$ cat src/rtl/inequality_pkg.sv
// Shared types and constants for the Inequality comparator sweep sequencer.
package inequality_pkg;

  localparam int NUM_W     = 4;
  localparam int OUT_W     = 3;
  localparam int NUM_CODES = 2 ** NUM_W;

  typedef enum logic [1:0] {
    IDLE,
    WAIT,
    CAPTURE,
    FINISH
  } state_t;

  // A healthy comparator asserts exactly one of lt/eq/gt.
  function automatic logic is_onehot(input logic [OUT_W-1:0] v);
    int ones;
    ones = 0;
    for (int i = 0; i < OUT_W; i++) ones += int'(v[i]);
    return ones == 1;
  endfunction

endpackage

$ cat src/rtl/inequality_result_table.sv
// Per-code result register file: synchronous write, combinational read.
module inequality_result_table
  import inequality_pkg::*;
#(
  parameter int ADDR_W = NUM_W,
  parameter int DATA_W = OUT_W
) (
  input  logic              clk,
  input  logic              reset,
  input  logic              we,
  input  logic [ADDR_W-1:0] waddr,
  input  logic [DATA_W-1:0] wdata,
  input  logic [ADDR_W-1:0] raddr,
  output logic [DATA_W-1:0] rdata
);

  logic [DATA_W-1:0] mem [2**ADDR_W];

  // NOTE: the table is cleared on reset, so it maps to flops rather than RAM; reads must return 0 after reset.
  always_ff @(posedge clk) begin
    if (reset) begin
      for (int i = 0; i < 2 ** ADDR_W; i++) mem[i] <= '0;
    end else if (we) begin
      mem[waddr] <= wdata;
    end
  end

  assign rdata = mem[raddr];

endmodule

$ cat src/rtl/inequality_sweep_ctrl.sv
// Sweeps every code through the Inequality comparator, records each result
// and accumulates per-bit hit counts plus a one-hot integrity flag.
module inequality_sweep_ctrl #(
  parameter int NUM_W  = 4,
  parameter int OUT_W  = 3,
  parameter int SETTLE = 1
) (
  input  logic             clk,
  input  logic             reset,
  input  logic             start,
  output logic [NUM_W-1:0] num,
  input  logic [OUT_W-1:0] out,
  output logic             busy,
  output logic             done,
  input  logic [NUM_W-1:0] rd_addr,
  output logic [OUT_W-1:0] rd_data,
  output logic [NUM_W:0]   hit2,
  output logic [NUM_W:0]   hit1,
  output logic [NUM_W:0]   hit0,
  output logic             onehot_err,
  output logic [NUM_W-1:0] err_num
);

  import inequality_pkg::*;

  localparam logic [3:0]       SETTLE_L  = 4'(SETTLE);
  localparam logic [NUM_W-1:0] LAST_CODE = '1;

  state_t     state, state_next;
  logic [3:0] cnt;
  logic       we;

  // NOTE: sequential state uses non-blocking assignments so every flop samples pre-edge values.
  always_ff @(posedge clk) begin
    if (reset) state <= IDLE;
    else       state <= state_next;
  end

  // NOTE: the default assignment first keeps this block free of inferred latches.
  always_comb begin
    state_next = state;
    unique case (state)
      IDLE:    if (start) state_next = WAIT;
      WAIT:    if (cnt == 4'd1) state_next = CAPTURE;
      CAPTURE: state_next = (num == LAST_CODE) ? FINISH : WAIT;
      FINISH:  state_next = IDLE;
      default: state_next = IDLE;
    endcase
  end

  always_comb begin
    busy = (state == WAIT) || (state == CAPTURE);
    done = (state == FINISH);
    we   = (state == CAPTURE);
  end

  always_ff @(posedge clk) begin
    if (reset) begin
      num        <= '0;
      cnt        <= '0;
      hit2       <= '0;
      hit1       <= '0;
      hit0       <= '0;
      onehot_err <= 1'b0;
      err_num    <= '0;
    end else begin
      unique case (state)
        IDLE: begin
          if (start) begin
            hit2       <= '0;
            hit1       <= '0;
            hit0       <= '0;
            onehot_err <= 1'b0;
            err_num    <= '0;
            cnt        <= SETTLE_L;
          end
        end
        WAIT: cnt <= cnt - 4'd1;
        CAPTURE: begin
          hit2 <= hit2 + {{NUM_W{1'b0}}, out[2]};
          hit1 <= hit1 + {{NUM_W{1'b0}}, out[1]};
          hit0 <= hit0 + {{NUM_W{1'b0}}, out[0]};
          // Only the first failing code is remembered for the host.
          if (!is_onehot(out) && !onehot_err) begin
            onehot_err <= 1'b1;
            err_num    <= num;
          end
          num <= (num == LAST_CODE) ? '0 : num + 1'b1;
          cnt <= SETTLE_L;
        end
        FINISH:  num <= '0;
        default: num <= '0;
      endcase
    end
  end

  inequality_result_table #(
    .ADDR_W(NUM_W),
    .DATA_W(OUT_W)
  ) u_table (
    .clk  (clk),
    .reset(reset),
    .we   (we),
    .waddr(num),
    .wdata(out),
    .raddr(rd_addr),
    .rdata(rd_data)
  );

endmodule

$ cat config.mk
export PLATFORM = sky130hd
export DESIGN_NAME = inequality_sweep_ctrl
export DESIGN_NICKNAME = d
export VERILOG_FILES = /design/src/rtl/inequality_pkg.sv /design/src/rtl/inequality_result_table.sv /design/src/rtl/inequality_sweep_ctrl.sv
export SDC_FILE = /design/constraint.sdc
export NUM_CORES = 1
export LEC_CHECK = 0
export CORE_UTILIZATION = 45
export CTS_BUF_LIST = sky130_fd_sc_hd__clkbuf_4
export DETAILED_ROUTE_END_ITERATION = 8
export GPL_TIMING_DRIVEN = 0
export PLACE_DENSITY = 0.77
export SETUP_SLACK_MARGIN = 0.05
export SLEW_MARGIN = 40
export SYNTH_ARGS = -nofsm -noshare
export SYNTH_HDL_FRONTEND = slang
export SYNTH_SLANG_ARGS = --single-unit
$ cat constraint.sdc
create_clock -name clk -period 2.4 [get_ports clk]
set_clock_uncertainty 0.05 [all_clocks]
set_input_delay 0.36 -clock clk [delete_from_list [all_inputs] [get_ports clk]]
set_output_delay 0.36 -clock clk [all_outputs]
set_load 0.02 [all_outputs]
# Yosys cells after proc, flatten, opt, wreduce, memory -nomap -nowiden
# Memories as Yosys holds them, arrays and structs flattened.
# Cells that the tools add are included.
[word_totals] latchBits=0 memories=1 rom_bits=0 wordCells=64 in_bits=10 register_bits=30 ramBits=48
[classes] n_lt_le_gt_ge=0 reduce_logical=13 n_shift=0 n_addsub=7 multipliers=0 n_bitwise=0 eq_ne=9 div_mod_pow=0 n_mux=26
[mem_list] memory="u_table.mem" words=16 width=3 read_ports=1 rd_ports_with_merged_regs=0 write_ports=16 line_no="inequality_result_table.sv:17" text="logic [DATA_W-1:0] mem [2**ADDR_W];"
[op_table] op="$pmux W5 S2" n=3
[op_table] op="$mux W4" n=5
[op_table] op="$pmux W4 S2" n=2
[op_table] op="$add A5 B1 Y5" n=3
[op_table] op="$pmux W4 S3" n=1
[op_table] op="$mux W1" n=8
[op_table] op="$pmux W2 S4" n=1
[op_table] op="$mux W2" n=3
[op_table] op="$ne A2 B2 Y1 const B" n=3
[op_table] op="$reduce_and A2 Y1" n=3
[op_table] op="$mux W5" n=1
[op_table] op="$add A4 B1 Y4 const B" n=1
[op_table] op="$eq A2 B2 Y1 const B" n=2
[op_table] op="$eq A4 B1 Y1 const B" n=1
[op_table] op="$eq A4 B4 Y1 const B" n=1
[op_table] op="$reduce_bool A2 Y1" n=2
[op_table] op="$sub A4 B1 Y4 const B" n=1
[op_table] op="$add A2 B1 Y3" n=1
[op_table] op="$eq A3 B1 Y1 const B" n=1
[op_table] op="$mux W3" n=1
[op_table] op="$reduce_and A3 Y1" n=1
[op_table] op="$reduce_bool A3 Y1" n=1
[op_table] op="$reduce_or A3 Y1" n=1
[op_table] op="$add A1 B1 Y2" n=1
[op_table] op="other kinds (6)" n=7

# Logic depth before layout (Yosys ltp)
# Gate-level depths: netlist of run 1.
[depth] ltp_word=7 mapped_depth=8 mapped_depth_nobuf=6

# Hierarchy
# A second synthesis of run 1 with hierarchy kept.
[hier_totals] cells_unflattened=325 hier_area_um2=3817.4
[by_module_without_submodules] mod="inequality_result_table" seq_area_each_um2=1441.4 n_inst=1 cells_per_inst=169 area_per_inst_um2=2377.3
[by_module_without_submodules] mod="inequality_sweep_ctrl" seq_area_each_um2=600.6 n_inst=1 cells_per_inst=156 area_per_inst_um2=1440.1

# Worst setup path after synthesis of run 1
# No wires, ideal clock.
[synth_path] path_kind="input-to-output" startpoint="input port rd_addr[0]" endpoint="output port rd_data[1]" stages=4 required_time_ns=1.990 path_slack_ns=0.608 arrival_ns=1.382 n_path_buf=1 cell_sequence="buf_6 > mux4_2 > a22oi_1 > nand3_1"
[synth_via] elab_chain_cells=1
[synth_rtl] element="from (decl)" line_no="inequality_sweep_ctrl.sv:15" text="input logic [NUM_W-1:0] rd_addr,"
[synth_rtl] element="$mem_v2 Z16 W3"
[synth_rtl] element="to (decl)" line_no="inequality_sweep_ctrl.sv:16" text="output logic [OUT_W-1:0] rd_data,"
# Every way passes these cells.

# Worst setup path after layout of run 1
[layout_path] startpoint="input port rd_addr[1]" endpoint="output port rd_data[1]"
# Same word-level chain as after synthesis.

==> results of run 1 <==
final cells by class:
| cell class | instances | area share, % |
|---|---|---|
| tap | 105 | 2.877 |
| clock inverter | 5 | 1.233 |
| multi-input combinational | 231 | 37.63 |
| buffer | 16 | 1.864 |
| inverter | 6 | 0.4933 |
| clock buffer | 11 | 1.809 |
| timing repair buffer | 43 | 9.372 |
| sequential | 78 | 44.72 |
final timing paths:
path,to,slack (ns),cells after the start
setup / recovery,rd_data[1],0.18,6
hold / removal,err_num[3],0.45,2
setup reg to reg,hit0[3],0.42,6
hold reg to reg,err_num[3],0.45,2
routing by layer:
layer | routed length, microns | part of all wire, %
met1 | 3558 | 44
met2 | 4027 | 50
met3 | 365 | 4.5
met4 | 122 | 1.5
met5 | 0 | 0
worst max-delay path, cell delays in order:
cell and delay (ns):
clkdlybuf4s50_1 0.53, buf_6 0.17, mux4_2 0.32, a22oi_1 0.18, nand3_1 0.09, clkbuf_2 0.15
power by group through the flow:
stage | sequential [mW] | clock (mW) | combinational [mW]
after floorplan | 1.52 | 0 | 0.269
after global placement | 1.52 | 0 | 0.395
after detailed placement | 1.53 | 0 | 0.406
after CTS | 1.50 | 0.813 | 0.415
after global routing | 1.50 | 0.868 | 0.450
final | 1.50 | 0.800 | 0.413
registers in the layout (all words and copies together), names as in the netlist:
register / flops
cnt: 4
err_num: 4
hit0: 5
hit1: 5
hit2: 5
num: 4
onehot_err: 1
state: 2
u_table.mem: 48
cells in the mapped netlist (all sizes together):
cell / number / share of area, %
edfxtp: 48 / 37
and2: 40 / 6.5
dfxtp: 30 / 16
nor2: 27 / 2.6
and3: 19 / 3.1
ha: 16 / 5.2
nand2: 15 / 1.5
or2: 13 / 2.1
mux4: 12 / 7.1
nand4: 11 / 1.8
a21oi: 10 / 1.6
clkbuf: 10 / 1.0
xor2: 10 / 2.3
a22oi: 9 / 1.8
nand3: 7 / 0.91
buf: 6 / 1.0
inv: 6 / 0.58
nor2b: 6 / 0.97
o21ai: 6 / 0.78
mux2i: 3 / 0.78
nand2b: 3 / 0.49
nor3: 3 / 0.39
a21o: 2 / 0.39
a31oi: 2 / 0.32
and2b: 2 / 0.39
o21a: 2 / 0.39
a211oi: 1 / 0.19
a311oi: 1 / 0.23
fa: 1 / 0.52
mux2: 1 / 0.29
nand3b: 1 / 0.19
nand4b: 1 / 0.23
nor4: 1 / 0.16
o21ba: 1 / 0.26
o21bai: 1 / 0.19
o31a: 1 / 0.26
or3: 1 / 0.16
or3b: 1 / 0.29
xnor2: 1 / 0.23
repair_timing:
item	in CTS	in global routing
setup endpoints to repair	3	4
gates resized for setup	10	4
pin swaps	0	0
setup buffers	2	3
cells by family (layout without fill, tap and decap cells):
logic type,after synthesis,count (layout),synth area share (%)
compound gates,36,36,6.355
xor+xnor,11,11,2.497
fa+ha+maj,17,17,5.707
buf+inv,22,81,2.627
flops,78,78,52.92
mux,16,16,8.171
simple gates,151,151,21.73
per-stage QoR:
| step | power, mW | hold slack [ns] | cell area, sq um |
|---|---|---|---|
| after global routing | 2.822 | 0.4785 | 4566 |
| after floorplan | 1.791 | 0.4072 | 3859 |
| final | 2.710 | 0.4479 | 4566 |
| after global placement | 1.918 | 0.4144 | 4370 |
| after detailed placement | 1.932 | 0.4161 | 4370 |
| after CTS | 2.724 | 0.4428 | 4556 |
placed cells by master (no fill, tap or decap), types with 2 or more instances in the layout:
| cell | synthesis | final |
|---|---|---|
| a21o_1 | 2 | 2 |
| a21oi_1 | 9 | 9 |
| a22oi_1 | 9 | 9 |
| a31oi_1 | 2 | 2 |
| and2_1 | 40 | 40 |
| and2b_1 | 2 | 2 |
| and3_1 | 19 | 19 |
| buf_12 | 0 | 2 |
| buf_2 | 4 | 3 |
| buf_4 | 1 | 4 |
| buf_6 | 1 | 2 |
| clkbuf_1 | 8 | 8 |
| clkbuf_2 | 2 | 5 |
| clkbuf_4 | 0 | 11 |
| clkdlybuf4s50_1 | 0 | 34 |
| dfxtp_1 | 30 | 30 |
| edfxtp_1 | 48 | 48 |
| ha_1 | 16 | 15 |
| inv_1 | 6 | 6 |
| inv_4 | 0 | 2 |
| mux2i_1 | 3 | 3 |
| mux4_2 | 11 | 11 |
| nand2_1 | 15 | 15 |
| nand2b_1 | 3 | 3 |
| nand3_1 | 7 | 7 |
| nand4_1 | 11 | 11 |
| nor2_1 | 27 | 27 |
| nor2b_1 | 6 | 6 |
| nor3_1 | 3 | 3 |
| o21a_1 | 2 | 2 |
| o21ai_0 | 6 | 6 |
| or2_2 | 12 | 12 |
| xor2_1 | 10 | 10 |
==> impl_metrics.yaml, run 1 <==
run_status:
  status: "finished, final reports clean"
layout:
  regArea_sq_um: 2042
  num-nets-final: 412
  diodes: 0
  instances_no_fill: 495
  postLayoutCoreUtil_pct: 55.29
  multi_input_area_sq_um: 1718
  syn2layout_area_growth_pct: 18.32
  drive_above_1_share_pct: 15.64
  fillers: 717
timing:
  maxSlewViolCount: 0
  hold_viol_final: 0
  post-route-period-util_pct: 92.49
  finalSetupViolCount: 0
  max_slew_margin_pct: 51.14
  worst_pin_slew_ns: 0.7315
  rsz0062_at_grt: "false"
  finalCriticalPeriod_ns: 2.220
  setup_slack_ns: 0.1802
  max_freq_mhz: 450.5
  fin_tns_setup_ns: 0
drt:
  wl_per_cell_microns: 16.31
  dr.pass1.iters: 4
  dr_total_vias: 2666
  wl_mm: 8.074
  viasPerCell: 5.386
  drtIter0Drc: 100
  drtAntennaViolNets: 0
  drc: 0
logic_synthesis:
  synthDistinctLibCells: 45
  synth.avg_cell_area_sq_um: 11.66
  netlist_area_sq_um: 3859
  synth_seq_cells: 78
  syn_nets: 358
  syn_inst: 331
  ys_warn_count: 0
  yosysSeqAreaShare_pct: 52.92
die:
  die_area_sq_um: 8949
  die_w_microns: 94.60
  initial_core_util_pct: 46.73
  num_io_pins: 39
  coreArea_sq_um: 8258
  die_h_microns: 94.60
  row_count: 33
clock_tree:
  clock_sinks: 78
  ctsLongestPathBuffers: 2
  ctsHtreeMaxLevel: 3
  clock_latency_ns: 0.42
  cts_hold_buf: 0
  cts_root_buf: "clkbuf_4"
  clkTransAtPathRegs_ns: 0.12
  cts_tree: "done"
  cts_buffers: 9
critical_path:
  crit_type: "in2out"
  required_ns: 1.99
  worst-path-max-fanout: 8
  critPathArrivalTime_ns: 1.81
  cp-end-kind: "output pin"
  r2r-start: "state[0]"
  startpoint_type: "primary input"
  cp-startpoint: "rd_addr[1]"
global_routing:
  busiest_layer: "met2"
  grt_util_met1_pct: 22.92
  use_met3_pct: 5.636
  grt_overflow_total: 0
  antenna_found_initial: 0
  grt_pass1_vias: 2658
  track_usage_pct: 19.22
  grt_pass1_wl_mm: 12.87
  met2_usage_pct: 33.63
  grt_start_max_net_pins: 15
placement:
  post-place-ws_ns: -0.5018
  dp_hpwl_mm: 5.778
  port_buffers: 38
  dp_cells: 474
  gp_congestion: 0.9053
power:
  peakVddDrop_v: 0.0003688
  pwr-share-comb_pct: 15.2
  pwr-share-clk_pct: 29.5
  p_sw_share_pct: 26.73
  power_density_nw_per_um2: 593.5
  p_leak_nw: 1.786
  p_sw_mw: 0.7244
  p_int_mw: 1.985
  seq_power_share_pct: 55.2
worst_hold_path:
  hold_path.startpoint: "err_num[3]"
  hp-class: "reg2reg"
job:
  max-cap-violations: 0
No activity file was read; power rests on OpenSTA's default activity.
==> run 2, diff against run 1 <==
- CORE_ASPECT_RATIO: default -> 1.5
- CTS_CLUSTER_SIZE: default -> 30
- SKIP_LAST_GASP: default -> 1
==> impl_metrics.yaml, run 2 (synthesis results as in run 1) <==
run_status:
  status: "finished, final reports clean"
drt:
  wl_per_cell_microns: 16.76
  dr.pass1.iters: 4
  drtIter0Drc: 160
  wl_mm: 8.265
  dr_total_vias: 2674
  viasPerCell: 5.424
  drtAntennaViolNets: 0
  drc: 0
placement:
  port_buffers: 38
  dpl_cell_area_sq_um: 4373
  dp_cells: 476
  gp_congestion: 0.8395
  dp_hpwl_mm: 6.110
worst_hold_path:
  hp-class: "reg2reg"
power:
  p_sw_mw: 0.6954
  seq_power_share_pct: 57.6
  p_int_mw: 1.900
  p_leak_nw: 1.750
  peakVddDrop_v: 0.0003127
  pwr-share-comb_pct: 15.8
  power_density_nw_per_um2: 577.2
  p_sw_share_pct: 26.79
  pwr-share-clk_pct: 26.6
clock_tree:
  cts_tree: "done"
  ctsHtreeMaxLevel: 3
  ctsLongestPathBuffers: 2
  cts_root_buf: "clkbuf_4"
  clkTransAtPathRegs_ns: 0.10
  cts_buffers: 9
  cts_hold_buf: 0
  clock_latency_ns: 0.43
  clock_sinks: 78
layout:
  num-nets-final: 408
  final_area_sq_um: 4497
  final_cell_mix: "edfxtp_1, and2_1, clkdlybuf4s50_1"
  instances_no_fill: 493
  top_register: "u_table.mem"
  syn2layout_area_growth_pct: 16.54
  postLayoutCoreUtil_pct: 53.78
  drive_above_1_share_pct: 14.77
  diodes: 0
  layout_commonest_cell: "edfxtp_1"
  largest_reg_flops: 48
die:
  initial_core_util_pct: 46.15
  die_w_microns: 77.61
  die_area_sq_um: 8957
  die_h_microns: 115.4
  num_io_pins: 39
  coreArea_sq_um: 8362
  row_count: 41
critical_path:
  crit_type: "in2out"
  worst_path_dominant_cell_family: "buffers and inverters"
  worst_path_largest_cell_delay_ns: 0.51
  crit_buf_inv: 3
  startpoint_type: "primary input"
  worst-path-max-fanout: 5
  critPathArrivalTime_ns: 1.85
  cp-end-kind: "output pin"
  cp_cell_sequence: "clkdlybuf4s15_2 > buf_6 > mux4_2 > a22oi_2 > nand3_1 > dlygate4sd2_1"
  required_ns: 1.99
  cpMaxStageDelayCell: "mux4_2"
timing:
  finalSetupViolCount: 0
  post-route-period-util_pct: 94.01
  maxSlewViolCount: 0
  timing.hold.ws_ns: 0.4415
  worst_pin_slew_ns: 0.7384
  max_freq_mhz: 443.2
  hold_viol_final: 0
  finalCriticalPeriod_ns: 2.256
  fin_tns_setup_ns: 0
  rsz0062_at_grt: "false"
  max_slew_margin_pct: 50.67
global_routing:
  grt_start_max_net_pins: 12
  grt_pass1_wl_mm: 13.41
  grt_pass1_vias: 2774
  track_usage_pct: 20.15
  grt_overflow_total: 0
  antenna_found_initial: 0
job:
  max-cap-violations: 0
[run 2: worst paths after layout]
check	startpoint	to	slack (ns)	depth (start not counted)
setup / recovery	rd_addr[0]	rd_data[1]	0.14	6
hold / removal	cnt[1]	cnt[1]	0.44	2
setup reg to reg	state[0]	u_table.mem[4][2]	0.39	6
hold reg to reg	cnt[1]	cnt[1]	0.44	2
[run 2: final cells by class]
| cell class | instances | area, sq um |
|---|---|---|
| Timing Repair Buffer | 39 | 376.6 |
| Clock buffer | 14 | 105.1 |
| Fill cell | 738 | 3865 |
| Tap cell | 107 | 133.9 |
| Clock inverter | 2 | 8.758 |
| Sequential cell | 78 | 2042 |
| Buffer | 16 | 85.08 |
| Inverter | 6 | 22.52 |
| Multi-Input combinational cell | 231 | 1723 |
[run 2: stage by stage]
step,power (mW),setup slack [ns]
2_1_floorplan,1.791,0.6082
6_report,2.596,0.1438
5_1_grt,2.697,0.05067
3_3_place_gp,1.924,-0.4879
3_5_place_dp,1.936,-0.5207
4_1_cts,2.603,0.04382
[run 2: layer usage]
metal | up-vias | GRT usage, % | share of wire (%)
met3 | 16 | 4.882 | 5.0
met2 | 83 | 38.17 | 54
li1 | 1291 | - | -
met4 | 0 | 10.06 | 1.8
met5 | - | 0 | 0
met1 | 1284 | 20.39 | 39
[run 2: repair_timing]
item / 4_1_cts / 5_1_grt
resized for setup: 12 / 4
setup buffers: 0 / 0
cloned: 1 / 0
endpoints found under the setup margin: 3 / 4
[run 2: power groups by stage]
| stage | registers (mW) | logic (mW) | clock network, mW |
|---|---|---|---|
| after floorplan | 1.52 | 0.269 | 0 |
| after global placement | 1.52 | 0.401 | 0 |
| after detailed placement | 1.53 | 0.410 | 0 |
| after CTS | 1.50 | 0.411 | 0.697 |
| after global routing | 1.50 | 0.447 | 0.750 |
| final | 1.49 | 0.409 | 0.691 |
[run 2: worst min-delay path, delay by kind of cell, from the launching register on]
family,cells,cell delay [ns]
flops,1,0.34
simple gates,1,0.06
compound gates,1,0.05
==> run 3, diff against run 2 <==
- CORE_MARGIN: default -> 2
==> impl_metrics.yaml, run 3 (synthesis results as in run 1) <==
layout:
  num-nets-final: 408
  fillers: 734
  regArea_sq_um: 2042
  multi_input_area_sq_um: 1715
  diodes: 0
  layout_commonest_cell: "edfxtp_1"
  instances_no_fill: 493
  drive_above_1_share_pct: 13.99
  largest_reg_flops: 48
  final_cell_mix: "edfxtp_1, and2_1, clkdlybuf4s50_1"
  syn2layout_area_growth_pct: 16.08
  top_register: "u_table.mem"
die:
  coreArea_sq_um: 8362
  die_w_microns: 79.61
  num_io_pins: 39
  die_h_microns: 117.4
  die_area_sq_um: 9347
  row_count: 41
  initial_core_util_pct: 46.15
timing:
  max_slew_margin_pct: 51.68
  timing.hold.ws_ns: 0.4327
  max_freq_mhz: 440.8
  fin_tns_setup_ns: 0
  maxSlewViolCount: 0
  worst_pin_slew_ns: 0.7233
  post-route-period-util_pct: 94.52
  hold_viol_final: 0
  finalSetupViolCount: 0
  finalCriticalPeriod_ns: 2.269
  setup_slack_ns: 0.1314
  rsz0062_at_grt: "false"
critical_path:
  critPathArrivalTime_ns: 1.86
  path_depth: 2
  cp_cell_sequence: "ha_1 > clkdlybuf4s50_1"
  r2r_end: "u_table.mem[4][0]"
  cp-end-kind: "output pin"
  r2r-start: "state[0]"
  reg2regPathDepth: 6
  startpoint_type: "flop"
  r2r_slack_ns: 0.40
  worst_path_dominant_cell_family: "buffers and inverters"
  worst_path_largest_cell_delay_ns: 0.67
  required_ns: 1.99
  crit_buf_inv: 1
  cp-startpoint: "state[1]"
  cpMaxStageDelayCell: "clkdlybuf4s50_1"
  crit_type: "reg2out"
  endpoint: "done"
  worst-path-max-fanout: 7
drt:
  wl_met1_mm: 3.299
  highest_layer: "met4"
  dr_total_vias: 2607
  drc: 0
  wl_met2_mm: 4.508
  drtIter0Drc: 117
  wl_mm: 8.359
  viasPerCell: 5.288
  drtAntennaViolNets: 0
  dr_wl_met3_microns: 390
  wl_per_cell_microns: 16.96
  dr.pass1.iters: 4
clock_tree:
  cts_buffers: 9
  clock_latency_ns: 0.44
  ctsHtreeMaxLevel: 3
  cts_hold_buf: 0
  ctsLongestPathBuffers: 2
  clkTransAtPathRegs_ns: 0.12
  postCtsSetupBuffers: 0
  cts_tree: "done"
  clock_sinks: 78
  cts_root_buf: "clkbuf_4"
power:
  p_leak_nw: 1.740
  power.total_mw: 2.554
  power_density_nw_per_um2: 570.3
  peakVddDrop_v: 0.0003252
global_routing:
  grt_pass1_vias: 2703
  grt_pass1_wl_mm: 13.56
  track_usage_pct: 19.09
  grt_overflow_total: 0
  grt_start_max_net_pins: 13
  antenna_found_initial: 0
run_status:
  status: "finished, final reports clean"
placement:
  post-place-ws_ns: -0.5309
  dp_hpwl_mm: 6.142
  gp_congestion: 0.8463
  port_buffers: 38
  dp_cells: 476
worst_hold_path:
  hp-class: "reg2reg"
job:
  max-cap-violations: 0
## run 3: power by group
part           switching [mW]  total, mW  internal (mW)
logic                   0.242      0.410          0.168
registers              0.0312       1.50           1.46
clock network           0.438      0.649          0.211
total                   0.712       2.55           1.84
## run 3: timing repair
item | 4_1_cts | 5_1_grt
gates cloned | 1 | 0
gates resized for setup | 14 | 4
setup endpoints to repair | 3 | 3
## run 3: worst reg2reg max path, stage by stage, from the launching register on
cell and delay [ns]:
dfxtp_1 0.36, inv_1 0.11, ha_1 0.15, clkbuf_2 0.19, nor2b_1 0.42, and3_1 0.27, or2_1 0.18
## run 3: routing by layer
layer / vias to the layer above / GRT usage, %
met4: 0 / 7.220
met2: 59 / 33.98
li1: 1294 / -
met5: - / 0
met1: 1241 / 21.05
met3: 13 / 5.308
## run 3: through the flow
step                area, sq um  utilization, %
floorplan                  3859               -
global placement           4373           52.30
detailed placement         4373           52.30
CTS                        4494           53.75
global route               4479           53.57
finish                     4479           53.57
## run 3: cell type report
class	count	area share [%]
Inverter	6	0.5028
Sequential cell	78	45.59
Multi-Input combinational cell	231	38.30
Timing Repair Buffer	39	8.324
Tap cell	107	2.989
Clock buffer	10	1.676
Buffer	16	1.983
Clock inverter	6	0.6425
## run 3: worst min path at each step
stage	slack, ns	startpoint	cells after the start	to
2_1_floorplan	0.41	cnt[1]	2	cnt[1]
3_3_place_gp	0.41	err_num[1]	2	err_num[1]
3_5_place_dp	0.42	err_num[1]	2	err_num[1]
4_1_cts	0.43	err_num[1]	2	err_num[1]
5_1_grt	0.47	err_num[3]	2	err_num[3]
6_report	0.43	err_num[1]	2	err_num[1]
